**config.mk**
```make
export PLATFORM = sky130hd
export DESIGN_NAME = hall_decoder
export DESIGN_NICKNAME = d
export VERILOG_FILES = /design/src/rtl/hall_decoder.sv
export SDC_FILE = /design/constraint.sdc
export NUM_CORES = 1
export LEC_CHECK = 0
export CAP_MARGIN = 30
export CORE_MARGIN = 2
export CORE_UTILIZATION = 50
export CTS_BUF_LIST = sky130_fd_sc_hd__clkbuf_4 sky130_fd_sc_hd__clkbuf_8
export DETAILED_ROUTE_END_ITERATION = 10
export PLACE_DENSITY = 0.79
export SLEW_MARGIN = 20
export SYNTH_ARGS = -nofsm -noshare
export SYNTH_HDL_FRONTEND = slang
export SYNTH_SLANG_ARGS = --single-unit
```
**constraint.sdc**
```tcl
create_clock -name clk -period 6.6 [get_ports clk]
set_input_delay 1.98 -clock clk [delete_from_list [all_inputs] [get_ports clk]]
set_output_delay 1.98 -clock clk [all_outputs]
set_load 0.02 [all_outputs]
```
**src/rtl/hall_decoder.sv**
```systemverilog
// rtl/hall_decoder.sv - Hall sensor synchroniser, deglitch filter, sequence tracker and speed timer
module hall_decoder #(
  parameter int FILT_LEN     = 4,
  parameter int PERIOD_W     = 24,
  parameter int POS_W        = 16,
  parameter int STALL_CYCLES = 2000000
) (
  input  logic                clk,
  input  logic                rst_n,
  input  logic [2:0]          hall_in,
  input  logic                clr_pos,
  output logic [2:0]          hall_q,
  output logic                hall_valid,
  output logic                dir,
  output logic                step,
  output logic [POS_W-1:0]    pos,
  output logic [PERIOD_W-1:0] period,
  output logic                period_valid,
  output logic                stall,
  output logic                seq_err,
  output logic [7:0]          err_cnt
);

  localparam int CW = (FILT_LEN < 2) ? 1 : $clog2(FILT_LEN + 1);
  localparam logic [CW:0]         FL      = (CW+1)'(FILT_LEN);
  localparam logic [PERIOD_W-1:0] STALL_T = PERIOD_W'(STALL_CYCLES);
  localparam logic [PERIOD_W-1:0] T_MAX   = '1;

  localparam logic [0:0] INIT  = 1'b0;
  localparam logic [0:0] TRACK = 1'b1;

  logic [2:0]          sync1, sync2;
  logic [2:0]          cand;
  logic [CW-1:0]       fcnt;
  logic [CW:0]         fnext;
  logic [2:0]          hall_prev;
  logic [0:0]          state;
  logic [PERIOD_W-1:0] timer;
  logic                last_step;

  logic ev, legal_new, is_fwd, is_rev;
  logic step_f, step_r, err, to_track, to_init, skip, step_any;

  // Forward commutation order 1->3->2->6->4->5->1; illegal codes map to 0.
  function automatic logic [2:0] fwd_next(input logic [2:0] s);
    case (s)
      3'd1:    fwd_next = 3'd3;
      3'd3:    fwd_next = 3'd2;
      3'd2:    fwd_next = 3'd6;
      3'd6:    fwd_next = 3'd4;
      3'd4:    fwd_next = 3'd5;
      3'd5:    fwd_next = 3'd1;
      default: fwd_next = 3'd0;
    endcase
  endfunction

  // Two-flop synchroniser for the asynchronous Hall lines.
  always_ff @(posedge clk or negedge rst_n) begin
    if (!rst_n) begin
      sync1 <= 3'd0;
      sync2 <= 3'd0;
    end else begin
      sync1 <= hall_in;
      sync2 <= sync1;
    end
  end

  // Run length of the current candidate, counting this cycle.
  always_comb begin
    fnext = (CW+1)'(1);
    if (sync2 == cand) fnext = {1'b0, fcnt} + (CW+1)'(1);
  end

  // Deglitch: accept a new value once it has been stable for FILT_LEN cycles.
  always_ff @(posedge clk or negedge rst_n) begin
    if (!rst_n) begin
      hall_q <= 3'd0;
      cand   <= 3'd0;
      fcnt   <= '0;
    end else if (sync2 == hall_q) begin
      fcnt <= '0;
    end else if (fnext >= FL) begin
      hall_q <= sync2;
      fcnt   <= '0;
    end else begin
      cand <= sync2;
      fcnt <= fnext[CW-1:0];
    end
  end

  assign ev        = (hall_q != hall_prev);
  assign legal_new = (hall_q != 3'd0) && (hall_q != 3'd7);
  assign is_fwd    = (hall_q == fwd_next(hall_prev));
  assign is_rev    = (hall_prev == fwd_next(hall_q));
  assign step_any  = step_f | step_r;

  // Classify each filtered-state change against the reference.
  always_comb begin
    step_f   = 1'b0;
    step_r   = 1'b0;
    err      = 1'b0;
    to_track = 1'b0;
    to_init  = 1'b0;
    skip     = 1'b0;
    if (ev) begin
      if (state == INIT) begin
        if (legal_new) to_track = 1'b1;
        else           err      = 1'b1;
      end else if (!legal_new) begin
        err     = 1'b1;
        to_init = 1'b1;
      end else if (is_fwd) begin
        step_f = 1'b1;
      end else if (is_rev) begin
        step_r = 1'b1;
      end else begin
        err  = 1'b1;
        skip = 1'b1;
      end
    end
  end

  // Reference tracking state and validity of the filtered state.
  always_ff @(posedge clk or negedge rst_n) begin
    if (!rst_n) begin
      state      <= INIT;
      hall_prev  <= 3'd0;
      hall_valid <= 1'b0;
    end else begin
      hall_prev <= hall_q;
      if (to_track) begin
        state      <= TRACK;
        hall_valid <= 1'b1;
      end else if (to_init) begin
        state      <= INIT;
        hall_valid <= 1'b0;
      end
    end
  end

  // Step pulse, direction and signed position; clear beats a coincident step.
  always_ff @(posedge clk or negedge rst_n) begin
    if (!rst_n) begin
      step <= 1'b0;
      dir  <= 1'b0;
      pos  <= '0;
    end else begin
      step <= step_any;
      if (step_any) dir <= step_f;
      if (clr_pos)     pos <= '0;
      else if (step_f) pos <= pos + POS_W'(1);
      else if (step_r) pos <= pos - POS_W'(1);
    end
  end

  // Sequence error pulse and saturating error counter.
  always_ff @(posedge clk or negedge rst_n) begin
    if (!rst_n) begin
      seq_err <= 1'b0;
      err_cnt <= 8'd0;
    end else begin
      seq_err <= err;
      if (err && (err_cnt != 8'hFF)) err_cnt <= err_cnt + 8'd1;
    end
  end

  // Step-period timer, period measurement and stall detection.
  always_ff @(posedge clk or negedge rst_n) begin
    if (!rst_n) begin
      timer        <= '0;
      period       <= '0;
      period_valid <= 1'b0;
      stall        <= 1'b1;
      last_step    <= 1'b0;
    end else if (to_init) begin
      timer        <= '0;
      period_valid <= 1'b0;
      stall        <= 1'b1;
      last_step    <= 1'b0;
    end else if (state == INIT) begin
      timer     <= '0;
      last_step <= 1'b0;
    end else begin
      if (step_any) begin
        timer     <= '0;
        stall     <= 1'b0;
        last_step <= 1'b1;
        if (last_step && (dir == step_f)) begin
          period       <= (timer == T_MAX) ? timer : timer + PERIOD_W'(1);
          period_valid <= 1'b1;
        end else if (last_step) begin
          period       <= '0;
          period_valid <= 1'b0;
        end
      end else if (skip) begin
        timer        <= '0;
        period_valid <= 1'b0;
        last_step    <= 1'b0;
      end else if (timer != T_MAX) begin
        timer <= timer + PERIOD_W'(1);
      end
      if (!step_any && (timer == STALL_T)) begin
        stall        <= 1'b1;
        period       <= '0;
        period_valid <= 1'b0;
      end
    end
  end

endmodule
```
# Word-level counts from Yosys, hierarchy flattened
# Index checks and enable logic that the tools add are counted.
[op_classes] n_addsub=5 order_cmp=1 n_eq_ne=26 mux=57 bitwise_logic=4 reduce_logical=18
[op_table] cell="24-bit 2-to-1 mux" n=10
[op_table] cell="16-bit 2-to-1 mux" n=3
[op_table] cell="1-bit 2-to-1 mux" n=39
[op_table] cell="3-bit case mux with 6 select lines" n=2
[op_table] cell="24-bit by 1-bit adder with 24-bit output (second input constant)" n=1
[op_table] cell="24-bit by 21-bit == test with 1-bit output (second input constant)" n=1
[op_table] cell="24-bit == test (second input constant)" n=1
[op_table] cell="24-bit inequality test (second input constant)" n=1
[op_table] cell="3-bit == test (second input constant)" n=6
[op_table] cell="16-bit by 1-bit adder with 16-bit output (second input constant)" n=1
[op_table] cell="16-bit by 1-bit subtractor with 16-bit output (second input constant)" n=1
[op_table] cell="3-bit by 2-bit == test with 1-bit output (second input constant)" n=4
[op_table] cell="3-bit == test" n=4
[op_table] cell="3-bit nonzero test" n=4
[op_table] cell="8-bit by 1-bit adder with 8-bit output (second input constant)" n=1
[op_table] cell="8-bit inequality test (second input constant)" n=1
[op_table] cell="3-bit by 1-bit == test with 1-bit output (second input constant)" n=2
[op_table] cell="3-bit 2-to-1 mux" n=2
[op_table] cell="2-bit AND reduction" n=3
[op_table] cell="2-bit nonzero test" n=3
[op_table] cell="5-bit by 1-bit inequality test with 1-bit output (second input constant)" n=1
[op_table] cell="5-bit by 3-bit inequality test with 1-bit output (second input constant)" n=1
[op_table] cell="3-bit by 1-bit adder with 4-bit output (second input constant)" n=1
[op_table] cell="4-bit by 3-bit >= comparator with 1-bit output (second input constant)" n=1
[op_table] cell="other kinds (12)" n=17
[word_totals] regBits=97 in_bits=6 out_inout_bits=57 word_cells=128

# Longest topological paths before layout
[depth] word_depth=14 ltp_mapped=13 depth_no_buf=12

# Worst setup path after synthesis
# Ideal clock, no wire load.
[synth_timing] kind="reg2reg" startpoint="register hall_q[1]" endpoint="register pos[15]" setup_ns=0.078 t_arrival_ns=3.459 required_ns=6.522 setup_slack_ns=3.063 stages_incl_launch_ff=14 n_path_buf=1 synth_period_minus_slack_ns=3.537 path_cell_list="dfrtp_1 > buf_2 > xor2_1 > a32oi_1 > o21ai_0 > nand3_1 > ha_1 > o21ai_0 > a211oi_1 > a21oi_1 > o21ai_0 > xnor2_1 > or3_1 > a21oi_1"
[synth_via] elab_chain_cells=9 elab_cells_between_ends=25 classes_between="eq/ne: 10; mux: 12; reduce/logical: 3"
[synth_rtl] item="start: declaration" line_no="12" rtl="output logic [2:0] hall_q,"
[synth_rtl] item="start signal: assignment" line_no="83" rtl="hall_q <= sync2;"
[synth_rtl] item="3-bit == test (tied with other cells)" line_no="46" rtl="case (s)"
[synth_rtl] item="3-bit case mux with 6 select lines" line_no="46"
[synth_rtl] item="3-bit == test" line_no="94" rtl="assign is_rev = (hall_prev == fwd_next(hall_q));"
[synth_rtl] item="1-bit 2-to-1 mux" line_no="114" rtl="end else if (is_rev) begin"
[synth_rtl] item="1-bit 2-to-1 mux" line_no="112" rtl="end else if (is_fwd) begin"
[synth_rtl] item="1-bit 2-to-1 mux" line_no="109" rtl="end else if (!legal_new) begin"
[synth_rtl] item="1-bit 2-to-1 mux" line_no="106" rtl="if (state == INIT) begin"
[synth_rtl] item="1-bit 2-to-1 mux" line_no="105" rtl="if (ev) begin"
[synth_rtl] item="3-bit nonzero test (no source line)"
[synth_rtl] item="end signal: assignment" line_no="151" rtl="else if (step_f) pos <= pos + POS_W'(1);"
[synth_rtl] item="end signal: assignment" line_no="152" rtl="else if (step_r) pos <= pos - POS_W'(1);"
[synth_rtl] item="end: declaration" line_no="16" rtl="output logic [POS_W-1:0] pos,"
# Several ways; a longest one is shown, not always the timed one.
# A chain may end at the register's enable or synchronous reset.

# Worst setup path in the final report
# Same ends and word-level chain as after synthesis.

==> flow_summary.yaml <==
critical_path:
  worstSetupStartpointType: "flip-flop"
  critPathCaptureType: "flip-flop"
  crit_required_ns: 6.87
  reg2reg_from: "hall_q[1]$_DFFE_PN0P_"
  setup.worst_path.class: "flip-flop to flip-flop"
  r2r_end: "pos[15]$_DFFE_PN0P_"
  arrival_ns: 4.35
  rrSetupSlack_ns: 2.53
  worstPathMaxFanout: 19
  r2r_cells: 12
power_and_ir_drop:
  sw_frac_of_total: 0.445
  p_leak_nw: 2.54
  power_frac_comb: 0.559
  power_density_nw_per_um2: 474
  p_seq_frac: 0.307
  p_int_mw: 1.58
  p_sw_mw: 1.26
  p_clk_frac: 0.135
  peakVddDrop_v: 0.000290
yosys:
  yosys_warnings: 0
  syn_avg_cell_area_sq_um: 9.99
  async_flop_share: 1.00
  synth_top_area_frac: 0.473
  synth_largest_area_cell: "dfrtp_1"
  ys_ff_latch: 97
  synth_seq_area_share: 0.478
  syn_nets: 535
  synth_edf_count: 0
  yosys-top-cells-area: "dfrtp_1 47%, ha_1 4.9%, xnor2_1 4.3%, o2bb2ai_1 4.1%, nand2_1 4.1%"
  ys.flop_type: "dfrtp_1"
  yosys.cell_types.count: 56
  synth.cell_area_sq_um: 5080
  synth_cells: 508
route:
  wl_per_cell_microns: 15.4
  drt_first_pass_iters: 5
  dr_total_vias: 3999
  viasPerCell: 5.69
  routed_wl_microns: 10800
  ant_nets: 0
  drtIter0Drc: 210
  post-route-drc-count: 0
global_routing:
  use_met3: 0.0430
  grt_pass1_vias: 3948
  top_usage_layer: "met2"
  use_met1: 0.287
  antenna_found_initial: 0
  gr-total-overflow: 0
  track_usage: 0.206
  grt_pass1_wl_microns: 18700
  met2_usage: 0.325
  grt_max_degree: 62
sta:
  tightest_slew_ns: 0.834
  drv_slew: 0
  setup_viol: 0
  finalCriticalPeriod_ns: 4.07
  rsz0062_at_grt: "no"
  period_share: 0.617
  finClkSkew_ns: 0.0135
  fmax_mhz: 246
  slew-limit-headroom: 0.442
  hold_violations: 0
  setup_tns_ns: 0
clocking:
  insertion_delay_ns: 0.37
  cts_root_buf: "clkbuf_8"
  clockBufferDepth: 2
  cts_setup_buffers: 0
  cts_tree: "done"
  cts_buffers: 9
  cts_sinks: 97
  htreeDepth: 3
  ctsResizeCount: 0
  clkTransAtPathRegs_ns: 0.10
  cts_hold_buf: 0
placed_design:
  hpwl_microns: 7460
  gp_congestion: 0.876
  port_buffers: 62
  placement.cell_area_sq_um: 5770
job:
  maxCapViolations: 0
layout:
  area_delta_synth_final_pct: 17.9
  diodes: 0
  nets: 592
  final_common_cell: "dfrtp_1"
  fin_area_sq_um: 5980
  mostFrequentLayoutCells: "96 x dfrtp_1, 61 x clkdlybuf4s50_1, 55 x nand2_1"
  drive_gt1_frac: 0.0632
floorplanning:
  rows: 36
  die_height_microns: 105
  die_w_microns: 105
  start_util: 0.517
  die-area_sq_um: 11000
  design.core.area_sq_um: 9820
  io_pins: 63
hold_path:
  min_from: "sync1[0]$_DFF_PN0_"
  min_to: "sync2[0]$_DFF_PN0_"
  hold_path.class: "flip-flop to flip-flop"
  holdPathStages: 0
status:
  status: "finished clean"
## per-layer routing
metal	routed length [microns]	share of wire
met5	0	0
met4	230	0.021
met3	579	0.054
met2	5000	0.46
met1	5000	0.46
## critical path, stage by stage, from the launching register on
cell	delay, ns
dfrtp_1	0.62
xor2_1	0.24
a32oi_1	0.08
o21ai_0	0.30
nand3_1	0.68
ha_1	0.64
o211ai_1	0.23
o211ai_1	0.14
a21oi_1	0.25
o21ai_0	0.16
xnor2_1	0.15
or3_1	0.34
a21oi_1	0.15
## power groups by stage
stage	combinational (mW)	clock [mW]	sequential [mW]
6_report	1.59	0.382	0.871
5_1_grt	1.77	0.412	0.894
4_1_cts	1.57	0.389	0.870
3_5_place_dp	1.56	0	0.880
3_3_place_gp	1.51	0	0.872
2_1_floorplan	1.13	0	0.918
## Yosys cell counts (2+ instances only)
cell type  count
o211ai_1       4
nor2_1        49
dfrtp_1       96
inv_1         10
nand2b_1       2
a22oi_1        2
mux2i_1        5
or3_1          4
nand4_1       13
a21oi_1       29
a21o_1         5
o2bb2ai_1     24
nand3b_1       2
buf_4          4
o21ai_0       20
o21bai_1       2
and2_1         7
nand3_1       21
or4_1          2
a21boi_0       3
mux2_2         8
nand2_1       55
buf_2          5
buf_6          2
and4_1         5
ha_1          20
clkbuf_1       7
nor4b_1        2
xor2_1        21
a211oi_1       4
nor2b_1        5
xnor2_1       25
nor3_1        13
and3_1         9
or4bb_1        2
## metrics by stage
step                power, mW   util  worst slack (ns)  std cells  hold slack, ns
floorplan                2.05      -              3.06        508           0.331
global placement         2.38  0.587              2.81        685           0.332
detailed placement       2.44  0.588              2.62        686           0.336
CTS                      2.83  0.608              2.58        702           0.361
global route             3.08  0.609              2.10        703           0.367
finish                   2.84  0.609              2.53        703           0.360
## worst max-delay path by stage
stage / cells past startpoint / slack (ns) / endpoint / startpoint
4_1_cts: 12 / 2.58 / pos[15]$_DFFE_PN0P_ / hall_q[1]$_DFFE_PN0P_
6_report: 12 / 2.53 / pos[15]$_DFFE_PN0P_ / hall_q[1]$_DFFE_PN0P_
2_1_floorplan: 13 / 3.06 / pos[15]$_DFFE_PN0P_ / hall_q[1]$_DFFE_PN0P_
5_1_grt: 12 / 2.10 / pos[15]$_DFFE_PN0P_ / hall_q[1]$_DFFE_PN0P_
3_3_place_gp: 12 / 2.81 / pos[15]$_DFFE_PN0P_ / hall_q[1]$_DFFE_PN0P_
3_5_place_dp: 12 / 2.62 / pos[15]$_DFFE_PN0P_ / hall_q[1]$_DFFE_PN0P_
## layout make-up
class / count / area [sq um]
clock buffer: 10 / 138
tap: 133 / 166
fill: 860 / 3840
sequential: 97 / 2430
multi-input combinational: 381 / 2500
clock inverter: 6 / 58.8
timing repair buffer: 65 / 652
inverter: 11 / 43.8
## cell families after synthesis
logic type / after synthesis / synth area share
xor gates and xnor gates: 46 / 0.0794
adders and majority gates: 21 / 0.0532
DFF: 97 / 0.478
buffers and inverters: 30 / 0.0298
AOI/OAI and AO/OA: 103 / 0.138
other: 1 / 0.000739
muxes: 13 / 0.0276
and+or+nand+nor: 197 / 0.193
## sequential cells by signal, indices dropped and copies added (netlist names), 3 cells and up
register and count:
hall_q 3, hall_prev 3, cand 3, timer 24
sync1 3, fcnt 3, period 24, sync2 3
err_cnt 8, pos 16
(Power assumes the default switching activity.)
